### src/rtl/fetch_pkg.sv
// fetch_pkg: shared widths, reset constants and buffer entry type for the fetch unit
package fetch_pkg;
    localparam int ADDR_WIDTH = 48;
    localparam int INSTR_WIDTH = 32;
    localparam logic [ADDR_WIDTH-1:0] RESET_PC = '0;
    localparam logic [ADDR_WIDTH-1:0] PC_STEP = 48'd4;
    localparam logic [INSTR_WIDTH-1:0] NOP_INSTR = 32'h0000_0013;

    typedef struct packed {
        logic [INSTR_WIDTH-1:0] instruction;
        logic [ADDR_WIDTH-1:0]  pc;
    } fetch_entry;
endpackage

### src/rtl/fetch_buffer.sv
// fetch_buffer: 2-entry FIFO of fetch entries with flush priority and zeroed empty slots
module fetch_buffer
    import fetch_pkg::*;
(
    input  logic       clk,
    input  logic       rst_n,
    input  logic       push,
    input  logic       pop,
    input  logic       flush,
    input  fetch_entry wr_entry,
    output fetch_entry head,
    output logic [1:0] count
);
    fetch_entry mem0, mem1;
    logic [1:0] pos;

    assign pos = count - {1'b0, pop};
    assign head = mem0;

    // Shift on pop, write at the post-pop tail; mem1 is kept zero unless it holds data
    always_ff @(posedge clk or negedge rst_n) begin
        if (!rst_n) begin
            count <= 2'd0;
            mem0 <= '0;
            mem1 <= '0;
        end else if (flush) begin
            count <= 2'd0;
            mem0 <= '0;
            mem1 <= '0;
        end else begin
            if (pop) begin
                mem0 <= mem1;
                mem1 <= '0;
            end
            if (push && pos == 2'd0) mem0 <= wr_entry;
            if (push && pos == 2'd1) mem1 <= wr_entry;
            count <= count + {1'b0, push} - {1'b0, pop};
        end
    end
endmodule

### src/rtl/instruction_fetch_unit.sv
// instruction_fetch_unit: PC sequencing, redirect handling and decode-side fetch buffer
module instruction_fetch_unit
    import fetch_pkg::*;
(
    input  logic                   clk,
    input  logic                   rst_n,
    output logic [ADDR_WIDTH-1:0]  imem_address,
    input  logic [INSTR_WIDTH-1:0] imem_instruction,
    input  logic                   redirect_valid,
    input  logic [ADDR_WIDTH-1:0]  redirect_pc,
    output logic                   out_valid,
    input  logic                   out_ready,
    output logic [INSTR_WIDTH-1:0] out_instruction,
    output logic [ADDR_WIDTH-1:0]  out_pc
);
    logic [ADDR_WIDTH-1:0] pc;
    logic [1:0] count;
    logic push, pop;
    fetch_entry wr_entry, head;

    assign imem_address = pc;
    assign out_valid = count != 2'd0;
    assign pop = out_valid & out_ready;
    assign push = !redirect_valid & (count < 2'd2 | pop);
    assign wr_entry = '{instruction: imem_instruction, pc: pc};
    assign out_instruction = head.instruction;
    assign out_pc = head.pc;

    // Redirect wins and word-aligns the target; otherwise advance only when an entry is captured
    always_ff @(posedge clk or negedge rst_n) begin
        if (!rst_n) pc <= RESET_PC;
        else if (redirect_valid) pc <= {redirect_pc[ADDR_WIDTH-1:2], 2'b00};
        else if (push) pc <= pc + PC_STEP;
    end

    fetch_buffer u_buf (
        .clk      (clk),
        .rst_n    (rst_n),
        .push     (push),
        .pop      (pop),
        .flush    (redirect_valid),
        .wr_entry (wr_entry),
        .head     (head),
        .count    (count)
    );
endmodule

### config.mk
export PLATFORM = sky130hd
export DESIGN_NAME = instruction_fetch_unit
export DESIGN_NICKNAME = d
export VERILOG_FILES = /design/src/rtl/fetch_pkg.sv /design/src/rtl/fetch_buffer.sv /design/src/rtl/instruction_fetch_unit.sv
export SDC_FILE = /design/constraint.sdc
export NUM_CORES = 1
export LEC_CHECK = 0
export CORE_MARGIN = 2
export CORE_UTILIZATION = 40
export DETAILED_ROUTE_END_ITERATION = 12
export HOLD_SLACK_MARGIN = 0.06
export PLACE_DENSITY = 0.65
export SETUP_SLACK_MARGIN = 0.1
export SLEW_MARGIN = 20
export SYNTH_ARGS = -nofsm -noshare
export SYNTH_HDL_FRONTEND = slang
export SYNTH_SLANG_ARGS = --single-unit
### constraint.sdc
create_clock -name clk -period 3.7 [get_ports clk]
set_input_delay 0.74 -clock clk [delete_from_list [all_inputs] [get_ports clk]]
set_output_delay 0.74 -clock clk [all_outputs]
set_load 0.05 [all_outputs]
# After elaboration in Yosys (flattened, before gate mapping)
# Cells that the tools add are included.
# W data, S select, Z words.
[word_totals]
ff_bits = 210
output_inout_bits = 129
[classes]
add_sub_neg = 4
order_cmp = 1
n_eq_ne = 1
muxes = 9
n_bitwise = 3
reduce_logical = 8
[op_table]
columns = ["operator", "count"]
rows = [
  ["$mux W80", 6],
  ["$mux W48", 2],
  ["$add A48 B3 Y48 const B", 1],
  ["$reduce_bool A3 Y1", 2],
  ["$reduce_bool A2 Y1", 2],
  ["$sub A2 B1 Y2", 2],
  ["$add A2 B1 Y2", 1],
  ["$and A1 B1 Y1", 2],
  ["$eq A2 B1 Y1 const B", 1],
  ["$logic_and A1 B1 Y1", 2],
  ["$logic_not A2 Y1", 1],
  ["$lt A2 B2 Y1 const B", 1],
  ["$mux W2", 1],
  ["$logic_not A1 Y1", 1],
  ["$or A1 B1 Y1", 1],
]

# Depth between registers and ports, before layout
[logic_depth]
depth_word = 7
ltp_mapped = 13

# Cells and area by module
# Synthesis repeated with hierarchy kept, for this count alone.
[unflattened]
cells_unflattened = 1160
area_unflattened_um2 = 11232.0
[by_module_without_submodules]
columns = ["module", "instances", "cells_per_inst", "area_each_um2", "seq_area_each_um2"]
rows = [
  ["fetch_buffer", 1, 833, 8419.3, 4053.9],
  ["instruction_fetch_unit", 1, 327, 2812.7, 1151.1],
]

# Worst setup path after synthesis
# No wires, ideal clock.
[synth_timing]
path_kind = "register to register"
start = "reg u_buf.count[1]"
end = "reg u_buf.mem1[49] in the netlist's numbering"
setup_time_ns = 0.083
arrival_time_ns = 2.924
required_ns = 3.617
setup_slack_ns = 0.694
path_stages_with_launch = 14
n_path_buf = 4
period_less_slack_ns = 3.006
path_cell_list = "dfrtp_1 > or2_2 > nand2_1 > inv_2 > clkbuf_1 > ha_1 > or2_1 > a21oi_1 > and2_1 > buf_2 > buf_2 > clkbuf_1 > nand2_1 > o21ai_0"
[synth_between]
elab_chain_len = 7
[synth_rtl]
columns = ["element", "line", "source"]
rows = [
  ["from (decl)", "fetch_buffer.sv:12", "output logic [1:0] count"],
  ["from (signal assigned)", "fetch_buffer.sv:37", "count <= count + {1'b0, push} - {1'b0, pop};"],
  ["$reduce_bool A2 Y1 (*)", "instruction_fetch_unit.sv:22", "assign out_valid = count != 2'd0;"],
  ["via out_valid", "instruction_fetch_unit.sv:11", "output logic out_valid,"],
  ["$and A1 B1 Y1 (*)", "instruction_fetch_unit.sv:23", "assign pop = out_valid & out_ready;"],
  ["$sub A2 B1 Y2 or $or A1 B1 Y1 (tied branches)", "fetch_buffer.sv:17, instruction_fetch_unit.sv:24", ""],
  ["$eq A2 B1 Y1 or $and A1 B1 Y1 (tied branches)", "fetch_buffer.sv:36, instruction_fetch_unit.sv:24", ""],
  ["$logic_and A1 B1 Y1", "fetch_buffer.sv:36", "if (push && pos == 2'd1) mem1 <= wr_entry;"],
  ["$mux W80", "fetch_buffer.sv:36", ""],
  ["$mux W80", "fetch_buffer.sv:26", "end else if (flush) begin"],
  ["to (signal assigned)", "fetch_buffer.sv:36", ""],
  ["to (decl)", "fetch_buffer.sv:14", "fetch_entry mem0, mem1;"],
]
# The timed path passes the listed nets; every way through them passes the cells marked *.
# A chain may end at the register's enable or synchronous reset.

# Worst setup path after layout
[layout_timing]
start = "reg u_buf.count[1]"
end = "reg u_buf.mem0, in the netlist u_buf.head[41]"
[layout_between]
elab_chain_len = 7
[layout_rtl]
columns = ["element", "line", "source"]
rows = [
  ["$reduce_bool A2 Y1", "instruction_fetch_unit.sv:22", ""],
  ["$and A1 B1 Y1", "instruction_fetch_unit.sv:23", ""],
  ["$sub A2 B1 Y2 or $or A1 B1 Y1 (tied branches)", "fetch_buffer.sv:17, instruction_fetch_unit.sv:24", ""],
  ["$logic_not A2 Y1 or $and A1 B1 Y1 (tied branches)", "fetch_buffer.sv:35, instruction_fetch_unit.sv:24", ""],
  ["$logic_and A1 B1 Y1", "fetch_buffer.sv:35", "if (push && pos == 2'd0) mem0 <= wr_entry;"],
  ["$mux W80", "fetch_buffer.sv:35", ""],
  ["$mux W80", "fetch_buffer.sv:26", ""],
  ["to (signal assigned)", "fetch_buffer.sv:32", "mem0 <= mem1;"],
  ["to (signal assigned)", "fetch_buffer.sv:35", ""],
  ["to (decl)", "fetch_buffer.sv:14", ""],
]
# Several ways; a longest one is shown, not always the timed one.

==> summary.md <==
| Metric | Value |
|---|---|
| Layout cell share with drive strength beyond 1 | 5.68% |
| Global placement routability congestion | 0.829 |
| Master cell of the clock root buffer | sky130_fd_sc_hd__clkbuf_16 |
| Reg clk slew, reported paths | 60 ps |
| Share of the clock period used by the worst path after layout | 77.3% |
| Final-stage net count | 1374 |
| Wire length of the first global-routing pass | 46000 um |
| Top-area cell type share of the netlist area | 52.7% |
| Period minus WS final | 2860 ps |
| Count of final setup violators | 0 |
| Number of clock sinks | 206 |
| Highest fanout seen on the critical path | 44 |
| Category of the most critical setup path | flip-flop to flip-flop |
| TritonCTS Buffers | 24 |
| Drt drc | 0 |
| Cell with the largest stage delay on the worst path | sky130_fd_sc_hd__dfrtp_1 |
| Maximum level of the CTS H-tree | 1 |
| Warnings from Yosys | 0 |
| Required time of the worst setup path | 4110 ps |
| Gate count of the mapped netlist | 1127 |
| Crit path from | u_buf.count[1] |
| Highest clock frequency the design can meet | 0.350 GHz |
| Post-CTS setup buffers | 0 |
| Count of hold buffers inserted by post-cts repair | 0 |
| Antenna Nets Post-Route | 0 |
| Path class of the lowest-slack min-delay path | primary input to async pin |
| Number of synthesized flops with an enable pin | 0 |
| Crit start category | flip-flop |
| Core footprint | 24200 um^2 |
| Total iterations of the first detailed-routing run | 5 |
| Number of vias in the routed layout | 8706 |
| Total of buffers placed on input and output ports | 208 |
| Prevailing post-synth register cell | sky130_fd_sc_hd__dfrtp_1 |
| Number of top-level pins | 213 |
| Top cells by count, synth | sky130_fd_sc_hd__nand2_1 (366), sky130_fd_sc_hd__dfrtp_1 (206), sky130_fd_sc_hd__o21ai_0 (112) |
| Clock tree from TritonCTS | done |
| Pin count of the biggest net entering global routing | 97 |
| Seq/Total Area, Yosys | 52.7% |
| Vias in the first global route | 8311 |
| Number of buffers on the longest clock path | 3 |
| Largest cells by area after synthesis | sky130_fd_sc_hd__dfrtp_1 (53%), sky130_fd_sc_hd__nand2_1 (14%), sky130_fd_sc_hd__a311oi_1 (7.0%), sky130_fd_sc_hd__o21ai_0 (5.7%), sky130_fd_sc_hd__nor2_1 (3.5%) |
| Register-to-register setup slack | 840 ps |
| Worst-skew pair later-pin latency | 520 ps |
| Antenna violations before repair | 2 |
| Data arrival time of the critical path | 3270 ps |
| Setup repair after global routing missed its margin | false |
| Status | complete, no violations |
| HPWL after DPL | 18100 um |
| Row Count | 57 |
| Mean routed wirelength per cell | 17.3 um |
| Number of distinct library cells after synthesis | 46 |
| Cts repair resizes | 0 |
| Critical Path, Cell by Cell | or2_2 -> nand2_4 -> clkinv_2 -> ha_1 -> or2_1 -> a21oi_1 -> nand2_4 -> buf_4 -> a311oi_1 |
| Final routed wirelength across all metal layers | 28100 um |
| Static leakage | 5.23 nW |
| Final non-filler cell total | 1628 |
| Max cap viols | 0 |
| Final setup skew | 12.3 ps |
| Number of DRC markers after the initial detailed-route iteration | 611 |
| Overall Global Routing Usage | 21.7% |
| Y dimension of the die | 160 um |
| Transition at the pin with the smallest max-transition slack | 978 ps |
| Starting utilization of the core area | 40.5% |
| Cell Pwr Density | 794 nW/um^2 |
| Synthesized area per cell | 8.68 um^2 |
| Most frequent CP cell | sky130_fd_sc_hd__nand2_4 |
| Overflow left after global routing | 0 |
| FF+latch count, synth | 206 |
| Dominant cell by count in the synthesized netlist | sky130_fd_sc_hd__nand2_1 |
| Area growth from synthesis to layout | 32.5% |
| Final Slew Violations | 0 |
| Total die area | 25700 um^2 |
| Die width | 160 um |
| Setup total negative slack | 0 ps |
| Hold Violations, Final | 0 |
| Placed cells | 1584 |
| Worst relative slew slack | 34.8% |
| Worst vdd rail ir drop | 0.419 mV |
| Stage delay of the slowest cell on the critical path | 430 ps |
| Reg2reg start | u_buf.count[1] |
| Crit. End Element | flip-flop |
| Cell accounting for the most synthesized area | sky130_fd_sc_hd__dfrtp_1 |
| Post-synthesis cell area | 9780 um^2 |
| Routed vias/inst | 5.35 |
| Fraction of registers with async set or reset after synthesis | 100% |
-- flip-flops by register name, summed over array words and instances (netlist names) --
| name | cells |
|---|---|
| u_buf.head | 79 |
| u_buf.mem1 | 79 |
| imem_address | 46 |
| u_buf.count | 2 |
-- power breakdown --
part | leakage, nW | internal, mW | switching [mW]
Clock | 0.417 | 1.56 | 0.944
Sequential | 2.71 | 2.94 | 0.458
Combinational | 2.10 | 1.39 | 3.00
Total | 5.23 | 5.89 | 4.40
-- cell type report --
| cell class | instances | area, um^2 |
|---|---|---|
| fill | 2200 | 11200 |
| sequential | 206 | 5150 |
| multi-input combinational | 819 | 4230 |
| timing repair buffer | 227 | 2300 |
| clock buffer | 36 | 727 |
| tap | 324 | 405 |
| clock inverter | 7 | 116 |
| inverter | 8 | 31.3 |
| antenna | 1 | 2.50 |
-- final timing paths --
kind	end	depth (start not counted)
hold / removal	imem_address[11]	1
hold reg to reg	u_buf.mem1[1]	2
min in group clk	u_buf.mem1[1]	2
setup / recovery	u_buf.head[41]	9
setup reg to reg	u_buf.head[41]	9
max in group asynchronous	u_buf.mem1[10]	2
-- worst max-delay path: cells and delay by family (launching register included) --
family	cells	cell delay [ps]
and+or+nand+nor	4	1020
buffers and inverters	2	470
adders and majority gates	1	180
AOI/OAI and AO/OA	2	620
DFF	1	430
-- through the flow --
step	total power [mW]	utilization, %	instance area [um^2]	setup slack, ps	hold slack (ps)
2_1_floorplan	6.24	-	9790	694	444
3_3_place_gp	7.76	50.1	12100	444	486
3_5_place_dp	7.84	50.1	12100	366	490
4_1_cts	10.4	53.6	13000	848	276
5_1_grt	10.9	53.6	13000	643	294
6_report	10.3	53.6	13000	841	237
-- metal layers --
metal / up-vias / track usage [%] / wire length, um
li1: 4159 / - / -
met1: 4260 / 31.1 / 12700
met2: 248 / 34.8 / 13400
met3: 37 / 3.62 / 1550
met4: 2 / 4.91 / 425
met5: - / 0 / 13
-- cell usage in the layout (no fill, tap or decap), types with 5 or more instances in the layout --
master / Yosys / final
sky130_fd_sc_hd__nor2_1: 92 / 92
sky130_fd_sc_hd__buf_4: 7 / 14
sky130_fd_sc_hd__clkbuf_16: 0 / 25
sky130_fd_sc_hd__nand3_1: 17 / 17
sky130_fd_sc_hd__a311oi_1: 78 / 78
sky130_fd_sc_hd__nand4_1: 15 / 15
sky130_fd_sc_hd__nor3_1: 13 / 13
sky130_fd_sc_hd__clkdlybuf4s50_1: 0 / 206
sky130_fd_sc_hd__clkbuf_1: 66 / 5
sky130_fd_sc_hd__xor2_1: 14 / 14
sky130_fd_sc_hd__nand2_1: 366 / 364
sky130_fd_sc_hd__buf_12: 0 / 6
sky130_fd_sc_hd__nor4_1: 12 / 12
sky130_fd_sc_hd__xnor2_1: 26 / 26
sky130_fd_sc_hd__o21ai_0: 112 / 112
sky130_fd_sc_hd__clkbuf_8: 0 / 6
sky130_fd_sc_hd__and3_1: 15 / 15
sky130_fd_sc_hd__inv_1: 7 / 7
sky130_fd_sc_hd__dfrtp_1: 206 / 206
sky130_fd_sc_hd__and4_1: 9 / 9
-- cell families (layout without fill, tap and decap cells) --
| group | Yosys count | after routing | synth area share, % |
|---|---|---|---|
| and+or+nand+nor | 562 | 562 | 24.4 |
| DFF | 206 | 206 | 52.7 |
| AOI/OAI and AO/OA | 205 | 205 | 13.7 |
| buffers and inverters | 103 | 278 | 4.39 |
| xor gates and xnor gates | 40 | 40 | 3.58 |
| muxes | 6 | 6 | 0.665 |
| adders and majority gates | 4 | 4 | 0.512 |
| other | 1 | 3 | 0.0383 |
(Power assumes the default switching activity.)
